--- src/rtl/chacha_stream_xor.sv ---
// chacha_stream_xor
// Sequencing stage around a combinational ChaCha20 block core. The upstream side
// builds the 512-bit block input from the constants, the latched key, the block
// counter and the nonce. The downstream side captures the keystream one block at a
// time and XORs it word-serially onto a valid/ready stream, so the same block
// serves for encryption and decryption.
// Optional feature macro: CHACHA_BLK_CNT_EN adds the blk_cnt output, a saturating
// count of keystream blocks generated since the last start.

module chacha_stream_xor #(
    parameter int DATA_W = 32
) (
    input  logic              clk,
    input  logic              rst_n,
    input  logic              start,
    input  logic [255:0]      key,
    input  logic [95:0]       nonce,
    input  logic [31:0]       ctr_init,
    input  logic              abort,
    output logic              busy,
    output logic              ctr_wrap,
    output logic [511:0]      blk_state,
    input  logic [511:0]      blk_ks,
    input  logic              s_valid,
    output logic              s_ready,
    input  logic [DATA_W-1:0] s_data,
    input  logic              s_last,
    output logic              m_valid,
    input  logic              m_ready,
    output logic [DATA_W-1:0] m_data,
    output logic              m_last
`ifdef CHACHA_BLK_CNT_EN
    ,
    output logic [31:0]       blk_cnt
`endif
);

    localparam int BEATS = 512 / DATA_W;
    localparam int IDX_W = (BEATS > 1) ? $clog2(BEATS) : 1;
    localparam logic [IDX_W-1:0] LAST_IDX = IDX_W'(BEATS - 1);

    // "expand 32-byte k" in the word order the core expects
    localparam logic [127:0] SIGMA = {32'h61707865, 32'h3320646e, 32'h79622d32, 32'h6b206574};

    typedef enum logic [1:0] {
        ST_IDLE,
        ST_GEN,
        ST_STREAM
    } state_t;

    state_t state;
    state_t state_nxt;

    logic [255:0]       key_r;
    logic [95:0]        nonce_r;
    logic [31:0]        ctr_r;
    logic [511:0]       ks_buf;
    logic [IDX_W-1:0]   idx;
    logic [DATA_W-1:0]  ks_word;

    logic start_go;
    logic gen_go;
    logic xfer;
    logic blk_end;
    logic wrap_hit;
    logic ctr_step;

    // The block core sees only registered values, so its input is stable for the GEN cycle
    assign blk_state = {SIGMA, key_r, ctr_r, nonce_r};

    assign busy = (state != ST_IDLE);

    // abort blocks acceptance in the same cycle so the offered beat is not consumed
    assign s_ready = (state == ST_STREAM) && !abort && (!m_valid || m_ready);

    assign start_go = (state == ST_IDLE) && start && !abort;
    assign gen_go   = (state == ST_GEN) && !abort;
    assign xfer     = s_valid && s_ready;
    assign blk_end  = xfer && !s_last && (idx == LAST_IDX);
    assign wrap_hit = blk_end && (ctr_r == 32'hFFFF_FFFF);
    assign ctr_step = blk_end && !wrap_hit;

    // Select the keystream slice for the current beat, word 0 at the top of the buffer
    always_comb begin
        ks_word = '0;
        for (int i = 0; i < BEATS; i++) begin
            if (idx == IDX_W'(i)) begin
                ks_word = ks_buf[511 - i*DATA_W -: DATA_W];
            end
        end
    end

    // Next-state decode; abort overrides everything, including start
    always_comb begin
        state_nxt = state;
        if (abort) begin
            state_nxt = ST_IDLE;
        end else begin
            case (state)
                ST_IDLE: begin
                    if (start) begin
                        state_nxt = ST_GEN;
                    end
                end
                ST_GEN: begin
                    state_nxt = ST_STREAM;
                end
                ST_STREAM: begin
                    if (xfer && s_last) begin
                        state_nxt = ST_IDLE;
                    end else if (wrap_hit) begin
                        state_nxt = ST_IDLE;
                    end else if (ctr_step) begin
                        state_nxt = ST_GEN;
                    end
                end
                default: begin
                    state_nxt = ST_IDLE;
                end
            endcase
        end
    end

    // State register
    always_ff @(posedge clk or negedge rst_n) begin
        if (!rst_n) begin
            state <= ST_IDLE;
        end else begin
            state <= state_nxt;
        end
    end

    // Message parameters: latched on start, counter advances once per completed block
    always_ff @(posedge clk or negedge rst_n) begin
        if (!rst_n) begin
            key_r   <= '0;
            nonce_r <= '0;
            ctr_r   <= '0;
        end else if (start_go) begin
            key_r   <= key;
            nonce_r <= nonce;
            ctr_r   <= ctr_init;
        end else if (ctr_step) begin
            ctr_r   <= ctr_r + 32'd1;
        end
    end

    // Keystream capture in GEN and beat index within the current block
    always_ff @(posedge clk or negedge rst_n) begin
        if (!rst_n) begin
            ks_buf <= '0;
            idx    <= '0;
        end else if (gen_go) begin
            ks_buf <= blk_ks;
            idx    <= '0;
        end else if (xfer) begin
            idx    <= idx + IDX_W'(1);
        end
    end

    // Output register: a new beat loads on transfer, otherwise it drains on m_ready
    always_ff @(posedge clk or negedge rst_n) begin
        if (!rst_n) begin
            m_valid <= 1'b0;
            m_data  <= '0;
            m_last  <= 1'b0;
        end else if (abort) begin
            m_valid <= 1'b0;
        end else if (xfer) begin
            m_valid <= 1'b1;
            m_data  <= s_data ^ ks_word;
            m_last  <= s_last;
        end else if (m_ready) begin
            m_valid <= 1'b0;
        end
    end

    // Sticky counter-exhausted flag, cleared only by an accepted start
    always_ff @(posedge clk or negedge rst_n) begin
        if (!rst_n) begin
            ctr_wrap <= 1'b0;
        end else if (start_go) begin
            ctr_wrap <= 1'b0;
        end else if (wrap_hit && !abort) begin
            ctr_wrap <= 1'b1;
        end
    end

`ifdef CHACHA_BLK_CNT_EN
    // Saturating count of GEN cycles since the last start
    always_ff @(posedge clk or negedge rst_n) begin
        if (!rst_n) begin
            blk_cnt <= '0;
        end else if (start_go) begin
            blk_cnt <= '0;
        end else if (gen_go && (blk_cnt != 32'hFFFF_FFFF)) begin
            blk_cnt <= blk_cnt + 32'd1;
        end
    end
`endif

endmodule

--- config.mk ---
export PLATFORM = sky130hd
export DESIGN_NAME = chacha_stream_xor
export DESIGN_NICKNAME = d
export VERILOG_FILES = /design/src/rtl/chacha_stream_xor.sv
export SDC_FILE = /design/constraint.sdc
export NUM_CORES = 2
export LEC_CHECK = 0
export CORE_AREA = 4 4 572 574
export DETAILED_ROUTE_END_ITERATION = 10
export DIE_AREA = 0 0 576 578
export DONT_BUFFER_PORTS = 1
export GPL_TIMING_DRIVEN = 0
export PLACE_DENSITY_LB_ADDON = 0.25
export SYNTH_ARGS = -nofsm -noshare
export SYNTH_HDL_FRONTEND = slang
export SYNTH_SLANG_ARGS = --single-unit
export TNS_END_PERCENT = 1
--- constraint.sdc ---
create_clock -name clk -period 5.71 [get_ports clk]
set_input_delay 0.571 -clock clk [delete_from_list [all_inputs] [get_ports clk]]
set_output_delay 0.571 -clock clk [all_outputs]
set_load 0.01 [all_outputs]
==> flow_metrics.tcl <==
set metrics [dict create \
    p_total_uw 24500 \
    postRouteWirelength_um 314000 \
    synth_fa_ha_area_share_pct 0.150 \
    syn_avg_cell_area_um2 10.8 \
    violations "max-capacitance violations, max-slew violations" \
    die_h_um 578 \
    regArea_um2 23400 \
    status "complete, but fails checks" \
    io_pins 1484 \
    drive_gt1_share_pct 19.3 \
    overflow 0 \
    grt_pass1_wl_um 398000 \
    use_met1_pct 17.0 \
    drt-initial-drc-count 2388 \
    final_nets 6017 \
    use_met3_pct 8.28 \
    grt_pass1_vias 38326 \
    synth_cells 3858 \
    hold_violations 0 \
    setup_viol 0 \
    insertion_delay_ns 0.88 \
    drv_slew 3 \
    grt_use_met2_pct 33.6 \
    min_to "m_data[27]" \
    tritoncts "built" \
    p_clk_share_pct 33.6 \
    rsz0062_at_grt "false" \
    rrSetupSlack_ns 0.22 \
    p_switching_uw 8890 \
    min_period_ns 5.49 \
    start_util_pct 12.9 \
    synth.area.mux_share_pct 13.8 \
    grt_max_degree 177 \
    ant_nets 0 \
    synth_edf_count 0 \
    min_from "s_data[27]" \
    cts.clk_slew.worst_paths_ns 0.06 \
    core-area_um2 323000 \
    yosysWarnings 0 \
    finalCritPeriodShare_pct 96.2 \
    synth-simple-area-share_pct 13.6 \
    combPwrFrac_pct 22.8 \
    drt-vias-per-instance 3.78 \
    drc 0 \
    grt_use_total_pct 18.1 \
    port_buffers 0 \
    ir_worst_vdd_uv 275 \
    startpoint_type "register" \
    fp-row-count 209 \
    wl_per_cell_um 32.9 \
    clockBufferDepth 4 \
    multi_input_area_um2 16700 \
    num_vias 36062 \
    final_util_pct 19.2 \
    gp_congestion 0.921 \
    ys_async_sr_fraction_pct 100 \
    cp.arrival_ns 6.23 \
    fillCellCount 35620 \
    worst_pin_slew_ns 1.56 \
    hpwl_um 264000 \
    endpoint_kind "register" \
    grt.busiest_layer "met2" \
    power_frac_seq_pct 43.6 \
    root_buffer "clkbuf_16" \
    synth_compound_area_share_pct 9.70 \
    ys_seq_area_share_pct 56.3 \
    reg2reg_from "idx[0]" \
    hold_path_class "in2reg" \
    die_w_um 576 \
    antenna_found_initial 84 \
    post_cts_buffers 0 \
    rr_worst_depth 12 \
    fmax_mhz 182 \
    drt_pre_antenna_iters 5 \
    ys_seq_elements 937 \
    crit_fanout 10 \
    die_area_um2 333000 \
    ys.flop_type "dfrtp_1" \
    slew_headroom_pct -4.40 \
    synth_cell_types 73 \
    power.density_nw_per_um2 396 \
    syn_area_um2 41700 \
    final_cell_mix "nand2_1, dfrtp_1, dlygate4sd3_1" \
    swShare_pct 36.2 \
    final.setup_skew_ns 0.102 \
    synthXorXnorAreaFrac_pct 1.32 \
    worstPathRequired_ns 6.45 \
    r2r_end "m_data[22]" \
    min_path_cells 3 \
    syn2layout_area_growth_pct 48.5 \
    synth_top_family_by_area "multiplexers" \
    fin_hold_ws_ns 0.102 \
    maxCapViolCount 1 \
    htreeDepth 3 \
    crit_type "reg2reg" \
    internal_power_uw 15600 \
    cts_inserted_buffers 123 \
    p_leak_uw 0.0261 \
    mostFrequentLayoutCell "nand2_1" \
    clock-sinks 937 \
]
-- cells by family (layout without fill, tap and decap cells) --
group	after synthesis	in the layout
flip-flops	937	937
XOR/XNOR	63	63
adder cells (fa/ha/maj)	5	5
AO/OA/AOI/OAI	537	537
buffers and inverters	398	1585
AND/OR/NAND/NOR	1405	1405
multiplexers	511	511
other	2	175
-- stage by stage --
step,setup TNS (ns),cells,setup WS (ns),cell area (um^2)
after global placement,-192.70,8309,-1.46,47600
after floorplan,0,3984,3.25,42200
after detailed placement,-0.0456,8345,-0.0456,48200
after CTS,0,9496,0.0591,61800
final,0,9543,0.219,61900
after global routing,0,9519,0.227,61800
-- worst max-delay path, stage by stage, from the launching register on --
cell      delay [ns]
dfrtp_1         0.43
inv_1           0.09
ha_1            0.33
buf_4           0.24
or2_2           0.39
nand2_1         0.54
buf_4           0.36
clkbuf_1        0.80
nand2_1         0.45
o211ai_1        0.84
a222oi_1        0.50
xor2_1          0.27
o21ai_1         0.15
-- worst max path at each step --
stage,from,to,cells past startpoint
floorplan,idx[0],m_data[27],11
global placement,state[0],key_r[194],5
detailed placement,idx[0],m_data[17],11
CTS,idx[0],m_data[22],12
global route,idx[0],m_data[23],11
finish,idx[0],m_data[22],12
-- power groups by stage --
stage	registers (uW)	clock network, uW	logic (uW)
detailed placement	10900	0	5090
floorplan	9420	0	2780
global route	10900	8700	6010
CTS	10800	8480	5780
global placement	10900	0	4670
finish	10700	8240	5600
-- layout make-up --
class / count / area share (%)
multi-input combinational: 2649 / 27.0
tap: 4325 / 8.74
buffer: 385 / 3.40
clock buffer: 175 / 5.77
timing repair buffer: 968 / 16.0
sequential: 937 / 37.9
inverter: 13 / 0.0788
antenna: 47 / 0.190
clock inverter: 44 / 1.01
-- state kept, by name (all words and copies together), names as in the netlist --
| register | count |
|---|---|
| m_last | 1 |
| m_valid | 1 |
| ks_buf | 512 |
| m_data | 32 |
| state | 2 |
| key_r | 256 |
| ctr_wrap | 1 |
| ctr_r | 32 |
| nonce_r | 96 |
| idx | 4 |
-- cells in the mapped netlist (4+ instances only) --
cell      instances  share of area, %
a21oi_1          54              0.65
a22oi_1           7              0.13
buf_4           132               2.4
a31oi_1           7              0.11
nand2_1        1187                11
nand2b_1          9              0.14
o21ai_1          43              0.52
nor2b_1          34              0.51
clkbuf_1        191               1.7
o31ai_1           7              0.13
buf_1            10             0.090
nor3_1            9              0.11
mux2_2          509                14
xnor2_1          13              0.27
a21o_1           27              0.49
o22ai_1          34              0.51
and4_1            9              0.19
xor2_1           50               1.1
buf_6            14              0.38
nand4_1          15              0.23
nand2_2           4             0.060
ha_1              5              0.15
nor2_1           84              0.76
a22o_1           50               1.1
nand3b_1          4             0.072
a221oi_1         41              0.86
o21a_1           51              0.92
o21ai_0          65              0.78
and3_1            6             0.090
a221o_1          27              0.65
a222oi_1         25              0.60
a221oi_2         22              0.79
nand3_1          15              0.18
buf_2            38              0.46
o221ai_1         27              0.57
dfrtp_1         937                56
inv_1            10             0.090
o211ai_1         28              0.50
-- layer usage --
metal  part of all wire, %  vias to the layer above
li1                      -                    15440
met1                    32                    18098
met2                    52                     1984
met3                    11                      526
met4                   5.2                       14
met5                 0.030                        -
-- timing repair --
item,CTS,global route
gates resized for setup,1,0
hold buffers,932,0
endpoints found under the hold margin,1402,0
setup endpoints to repair,1,0
No activity file was read; power rests on OpenSTA's default activity.
